### config.mk
export PLATFORM = sky130hd
export DESIGN_NAME = button_event_decoder
export DESIGN_NICKNAME = d
export VERILOG_FILES = /design/src/rtl/button_pkg.sv /design/src/rtl/button_event_decoder.sv
export SDC_FILE = /design/constraint.sdc
export NUM_CORES = 1
export LEC_CHECK = 0
export ABC_AREA = 0
export CAP_MARGIN = 20
export CORE_MARGIN = 2
export CORE_UTILIZATION = 40
export DETAILED_ROUTE_END_ITERATION = 16
export PLACE_DENSITY = 0.62
export SLEW_MARGIN = 20
export SYNTH_ARGS = -nofsm -noshare
export SYNTH_HDL_FRONTEND = slang
export SYNTH_SLANG_ARGS = --single-unit
### constraint.sdc
create_clock -name clk -period 6.26 [get_ports clk]
set_input_delay 0.939 -clock clk [delete_from_list [all_inputs] [get_ports clk]]
set_output_delay 0.939 -clock clk [all_outputs]
set_load 0.01 [all_outputs]
### src/rtl/button_pkg.sv
// Shared types and default timing for the button event decoder.
package button_pkg;

  typedef enum logic [1:0] {
    WAIT_LOW = 2'd0,
    IDLE     = 2'd1,
    PRESS    = 2'd2,
    LONG     = 2'd3
  } button_state_e;

  localparam int DEFAULT_LONG_CYCLES   = 8;
  localparam int DEFAULT_REPEAT_CYCLES = 4;

endpackage

### src/rtl/button_event_decoder.sv
// Turns a clean, clk-synchronous button level into press/click/long/repeat/release
// strobes. One FSM plus one hold counter; every output is registered.
module button_event_decoder
  import button_pkg::*;
#(
  parameter int LONG_CYCLES   = DEFAULT_LONG_CYCLES,
  parameter int REPEAT_CYCLES = DEFAULT_REPEAT_CYCLES,
  parameter int CNT_W         = 24
) (
  input  logic       clk,
  input  logic       rst,
  input  logic       btn_level,
  output logic       press_pulse,
  output logic       click_pulse,
  output logic       long_pulse,
  output logic       repeat_pulse,
  output logic       release_pulse,
  output logic       held,
  output logic [1:0] state_dbg
);

  // Terminal counts in CNT_W+1 bits so a threshold of 2^CNT_W is representable.
  localparam logic [CNT_W:0] LONG_TERM   = (CNT_W+1)'(LONG_CYCLES);
  localparam logic [CNT_W:0] REPEAT_TERM = (CNT_W+1)'(REPEAT_CYCLES);

  button_state_e    state, state_next;
  logic [CNT_W-1:0] cnt, cnt_next;
  logic [CNT_W:0]   cnt_inc;
  logic             press_n, click_n, long_n, repeat_n, release_n, held_n;

  assign cnt_inc   = {1'b0, cnt} + (CNT_W+1)'(1);
  assign state_dbg = state;

  always_comb begin
    state_next = state;
    cnt_next   = cnt;
    press_n    = 1'b0;
    click_n    = 1'b0;
    long_n     = 1'b0;
    repeat_n   = 1'b0;
    release_n  = 1'b0;
    case (state)
      WAIT_LOW: begin
        if (!btn_level) state_next = IDLE;
      end
      IDLE: begin
        if (btn_level) begin
          state_next = PRESS;
          press_n    = 1'b1;
          cnt_next   = CNT_W'(1);
        end
      end
      PRESS: begin
        // A low sample is checked first so it always wins over a terminal count.
        if (!btn_level) begin
          state_next = IDLE;
          click_n    = 1'b1;
          release_n  = 1'b1;
          cnt_next   = '0;
        end else if (cnt_inc == LONG_TERM) begin
          state_next = LONG;
          long_n     = 1'b1;
          cnt_next   = '0;
        end else begin
          cnt_next = cnt_inc[CNT_W-1:0];
        end
      end
      LONG: begin
        if (!btn_level) begin
          state_next = IDLE;
          release_n  = 1'b1;
          cnt_next   = '0;
        end else if (cnt_inc == REPEAT_TERM) begin
          repeat_n = 1'b1;
          cnt_next = '0;
        end else begin
          cnt_next = cnt_inc[CNT_W-1:0];
        end
      end
      default: begin
        state_next = WAIT_LOW;
        cnt_next   = '0;
      end
    endcase
    held_n = (state_next == PRESS) || (state_next == LONG);
  end

  always_ff @(posedge clk) begin
    if (rst) begin
      state         <= WAIT_LOW;
      cnt           <= '0;
      press_pulse   <= 1'b0;
      click_pulse   <= 1'b0;
      long_pulse    <= 1'b0;
      repeat_pulse  <= 1'b0;
      release_pulse <= 1'b0;
      held          <= 1'b0;
    end else begin
      state         <= state_next;
      cnt           <= cnt_next;
      press_pulse   <= press_n;
      click_pulse   <= click_n;
      long_pulse    <= long_n;
      repeat_pulse  <= repeat_n;
      release_pulse <= release_n;
      held          <= held_n;
    end
  end

endmodule

After elaboration in Yosys (flattened, before gate mapping)
Index checks and enable logic that the tools add are counted.
Storage, ports and cells
  bits in read-only memories: 0
  bits of input ports: 3
  bits in latches: 0
  output and inout port bits: 8
  memories: 0
  memory bits (writable): 0
  register bits: 32
Cells by class
  order comparisons: 0
  shift operators: 0
  add/sub/neg operators: 1
  eq/ne operators: 8
  reductions and logical operators: 11
  $mul: 0
  bitwise logic cells: 5
  div/mod/pow operators: 0
  multiplexer cells: 15
Operator list (count)
  24-bit two-way mux: 5
  24-bit case mux with 3 select lines: 1
  24-bit by 1-bit adder with 25-bit output, second input constant: 1
  25-bit by 3-bit equality test with 1-bit output, second input constant: 1
  25-bit by 4-bit equality test with 1-bit output, second input constant: 1
  2-bit OR reduction: 5
  2-bit equality test, second input constant: 4
  2-bit two-way mux: 4
  2-bit case mux with 3 select lines: 1
  3-bit OR reduction: 2
  1-bit NOT: 5
  1-bit two-way mux: 4
  3-bit nonzero test: 1
  2-bit by 1-bit equality test with 1-bit output, second input constant: 1
  2-bit logical NOT: 1
  2-bit inequality test, second input constant: 1
  2-bit AND reduction: 1
  1-bit logical OR: 1

Logic depth before layout (Yosys ltp)
  word-level depth: 7
  gate-level depth with buffers: 12

Least setup slack after synthesis
OpenSTA, ideal clock, no wires.
  path kind: register -> register
  start: register cnt[1]
  end: register cnt[19]
  period minus slack after synthesis: 2.977 ns
  arrival: 2.855 ns
  setup slack: 3.283 ns
  stages on the path, launching flop included: 12
  setup time: 0.122 ns
  cell sequence: dfxtp_1 ha_1 nand3_1 or4_1 clkbuf_1 xnor2_1 or3_1 nor3_2 a41o_4 a21oi_4 and3_1 a221o_1
Between the ends
  cells in the longest elaborated chain, start to end: 5
  elaborated cells on any way between the ends: 8
  classes of those cells: add/sub (1); eq/ne (2); mux (5)
Ends and longest elaborated chain
  start: declaration: line button_event_decoder.sv:27  | logic [CNT_W-1:0] cnt, cnt_next;
  start signal: assignment: line button_event_decoder.sv:100  | cnt <= cnt_next;
  24-bit by 1-bit adder with 25-bit output *: line button_event_decoder.sv:31  | assign cnt_inc = {1'b0, cnt} + (CNT_W+1)'(1);
  25-bit by 3-bit equality test with 1-bit output / 25-bit by 4-bit equality test with 1-bit output (equally long branches): line button_event_decoder.sv:73, button_event_decoder.sv:60
  24-bit two-way mux (on tied branches): line button_event_decoder.sv:73, button_event_decoder.sv:60
  24-bit two-way mux (on tied branches): line button_event_decoder.sv:69, button_event_decoder.sv:55
  24-bit case mux with 3 select lines *: line button_event_decoder.sv:42  | case (state)
Every way passes the cells marked *; elsewhere a longest branch is shown, timed or not.
A chain may end at the register's enable or synchronous reset.

Worst setup path in the final report
  start: register cnt[0]
  end: register cnt[19]
The elaborated chain is that of the path after synthesis.

==> key figures <==
Timing
  • Worst-case hold slack: about 520 ps
  • Max-slew headroom: 49.3%
  • Final worst-path setup slack: 2860 ps
  • Minimum clock period: about 3400 ps
  • RSZ-0062 raised after global routing: no
  • Max Freq: 294 MHz
  • Final Hold Fails: 0
  • Clock skew: ~4.6 ps
  • Pins Over Slew Limit: 0
  • Least-Margin Pin Slew: between 700 and 800 ps
  • Fin crit share: a little over half
  • Post-Route Setup TNS: 0 ps
  • Final setup vio count: 0

Die
  • Die area: 0.00565 mm2
  • Starting Density: 42.1%
  • FP Rows: 25
  • Die Width: 75.2 um
  • Core Footprint: 0.00482 mm2
  • Ports: 11
  • Die height: 75.2 um

Setup path
  • Crit-path slowest cell: or4_1
  • Worst Setup End Kind: flip-flop
  • Max incr delay on CP: 570 ps
  • CP startpoint kind: flip-flop
  • Worst setup path category: reg2reg
  • Crit path DAT: 3570 ps
  • Worst Path Buf+Inv: 0
  • Critical path, cell by cell: ha_1, nand3_1, or4_1, xnor2_1, or3_1, nor3_2, a41o_4, a21oi_4, and3_1, a221o_1
  • CP required: 6430 ps
  • Top cell family by delay on the critical path: simple AND/OR/NAND/NOR gates
  • Worst-path fanout max: 19

Clock tree
  • Buffer levels on the longest clock path: 2
  • H-tree depth: 2
  • Post-cts hold buffer count: 0
  • Root cell of the clock tree: clkbuf_8
  • CTS Sinks: 31
  • Clk pin slew, worst setup/hold paths: ~60 ps
  • Worst skew pair latency: 280 ps
  • CTS tree: built
  • Post_cts resized: 0
  • CTS Buf Count: 5
  • # Post-CTS Setup Buffers: 0

Route
  • 1st-iter DRT viols: 119
  • ANT nets after route: 0
  • Drt first pass iters: 4
  • Final Routed Wirelength: 4.50 mm
  • Vias post-DR: 1,815
  • WL/cell: 14.1 um
  • DR vias/cell: 5.69
  • Post-route DRC: 0

Layout
  • Fill count: 493
  • Layout area overhead: 7.66%
  • Share of cells above drive strength 1: 6.35%
  • Antenna diode count: 0
  • Final net count: 260
  • Finished Layout Cells: 319

GRT
  • GRT overflow: 0
  • Initial antenna violation count: 0
  • First-pass GRT wire length: approximately 7.7 mm
  • Pin count of the biggest net entering global routing: 21
  • Vias in the first global route: 1,617
  • GRT Total Usage: roughly 18%

Synth
  • Post-Syn Area: roughly 0.0020 mm2
  • Number of enable flip-flop cells after synthesis: 0
  • Area share of the largest cell type after synthesis: 30.6%
  • Cells after Synth: 256
  • FFs w/ async S/R, synth: 0%
  • Post-synth net total: 265
  • Ys Warns: 0
  • Top FF cell, synth: dfxtp_1
  • Post-Syn Area per Cell: between 7 and 8 um2
  • Seq/Total Area, Yosys: 30.6%
  • Yosys cell types: 51
  • Synth area leader: dfxtp_1
  • Main area contributors after synthesis: dfxtp_1 (31%), nand3_1 (6.4%), nand2_1 (5.0%), a21oi_1 (4.4%), ha_1 (3.7%)
  • #FFs+latches synth: 31

Placed design
  • DP Wirelength: about 3.2 mm
  • IO Port Bufs: 10
  • Inst Count DP: 311
  • Final RePlAce weighted congestion: 0.953
  • Dpl ws: slightly below 3000 ps

Pwr
  • Pleak: 0.724 nW
  • Max IR drop VDD: 108 uV
  • PwrDens: roughly 190 mW/mm2

Job
  • Total of max-cap violations: 0

Min path
  • Hold Crit Class: reg2reg

Run status
  • Status: completed
flip-flops by register name (all words and copies together), names as in the netlist:
name	flops
release_pulse	1
press_pulse	1
state_dbg	1
repeat_pulse	1
long_pulse	1
click_pulse	1
cnt	24
held	1
per-stage QoR:
step / utilization, % / cell area, um2 / total power [mW]
after detailed placement: 43.6 / 2100 / 0.264
after global placement: 43.6 / 2100 / 0.265
after CTS: 45.3 / 2180 / 0.415
after floorplan: - / 2030 / 0.247
after global routing: 45.3 / 2180 / 0.430
final: 45.3 / 2180 / 0.410
layer usage:
layer / global-route usage, % / vias up / wire length [um] / part of all wire (%)
met5: 0 / - / 0 / 0
met4: 7.21 / 0 / 60 / 1.3
met3: 3.75 / 6 / 189 / 4.2
met2: 25.9 / 34 / 2010 / 45
met1: 25.1 / 843 / 2230 / 50
li1: - / 932 / - / -
area by class of cell:
cell class	count	area (um2)	share of cell area (%)
multi-input combinational	192	1250	57.3
sequential	31	621	28.5
timing repair buffer	11	108	4.93
tap	67	83.8	3.84
clock buffer	7	76.3	3.50
inverter	10	37.5	1.72
clock inverter	1	5.00	0.229
power by group:
part | total [mW] | internal [mW] | leakage, nW | switching (mW)
logic | 0.0531 | 0.0221 | 0.432 | 0.0309
clock network | 0.150 | 0.0779 | 0.0422 | 0.0725
registers | 0.207 | 0.201 | 0.250 | 0.00590
cell families after synthesis:
family / Yosys count / synth area share (%)
fa+ha+maj: 6 / 3.71
xor+xnor: 10 / 4.32
flops: 31 / 30.6
simple gates: 108 / 28.4
mux: 4 / 1.98
buf+inv: 33 / 7.66
compound gates: 64 / 23.3
synth_stat cells (all sizes together) (2+ instances only):
library cell and count:
a311oi 2, inv 10, or3 4, and3 4, nor4b 2, mux2i 4
dfxtp 31, a41o 2, a21oi 19, and2 4, nand3 26, a22oi 2
nand2 27, nand4 7, and4 3, nor3 8, clkbuf 13, ha 6
a211oi 4, o22ai 2, xor2 5, buf 10, a211o 2, xnor2 5
nor3b 2, nor4 7, o21ai 7, a31oi 2, nor2 12, a21o 7
o311ai 7
path summary, 6_finish.rpt:
path / startpoint / end / slack [ps] / cells past startpoint
setup / recovery: cnt[0] / cnt[19] / 2860 / 10
hold / removal: cnt[15] / cnt[15] / 520 / 1
setup reg to reg: cnt[0] / cnt[19] / 2860 / 10
hold reg to reg: cnt[15] / cnt[15] / 520 / 1
worst reg2reg max path, stage by stage, from the launching register on:
cell,delay (ps)
dfxtp_1,480
ha_1,290
nand3_1,240
or4_1,570
xnor2_1,160
or3_1,330
nor3_2,280
a41o_4,300
a21oi_4,160
and3_1,220
a221o_1,250
cell usage in the layout, fill, tap and decap left out, drive strengths merged, types with 3 or more instances in the layout:
cell	synthesis	layout
mux2i	4	4
xor2	5	5
nor2	12	12
dfxtp	31	31
and2	4	4
nand2	27	27
ha	6	6
o311ai	7	7
clkdlybuf4s50	0	10
nor4	7	7
nor3	8	8
and4	3	3
or3	4	4
xnor2	5	5
a211oi	4	4
a21oi	19	19
a21o	7	7
clkbuf	13	7
o21ai	7	7
nand4	7	7
and3	4	4
nand3	26	26
inv	10	10
No activity file was read; power rests on OpenSTA's default activity.
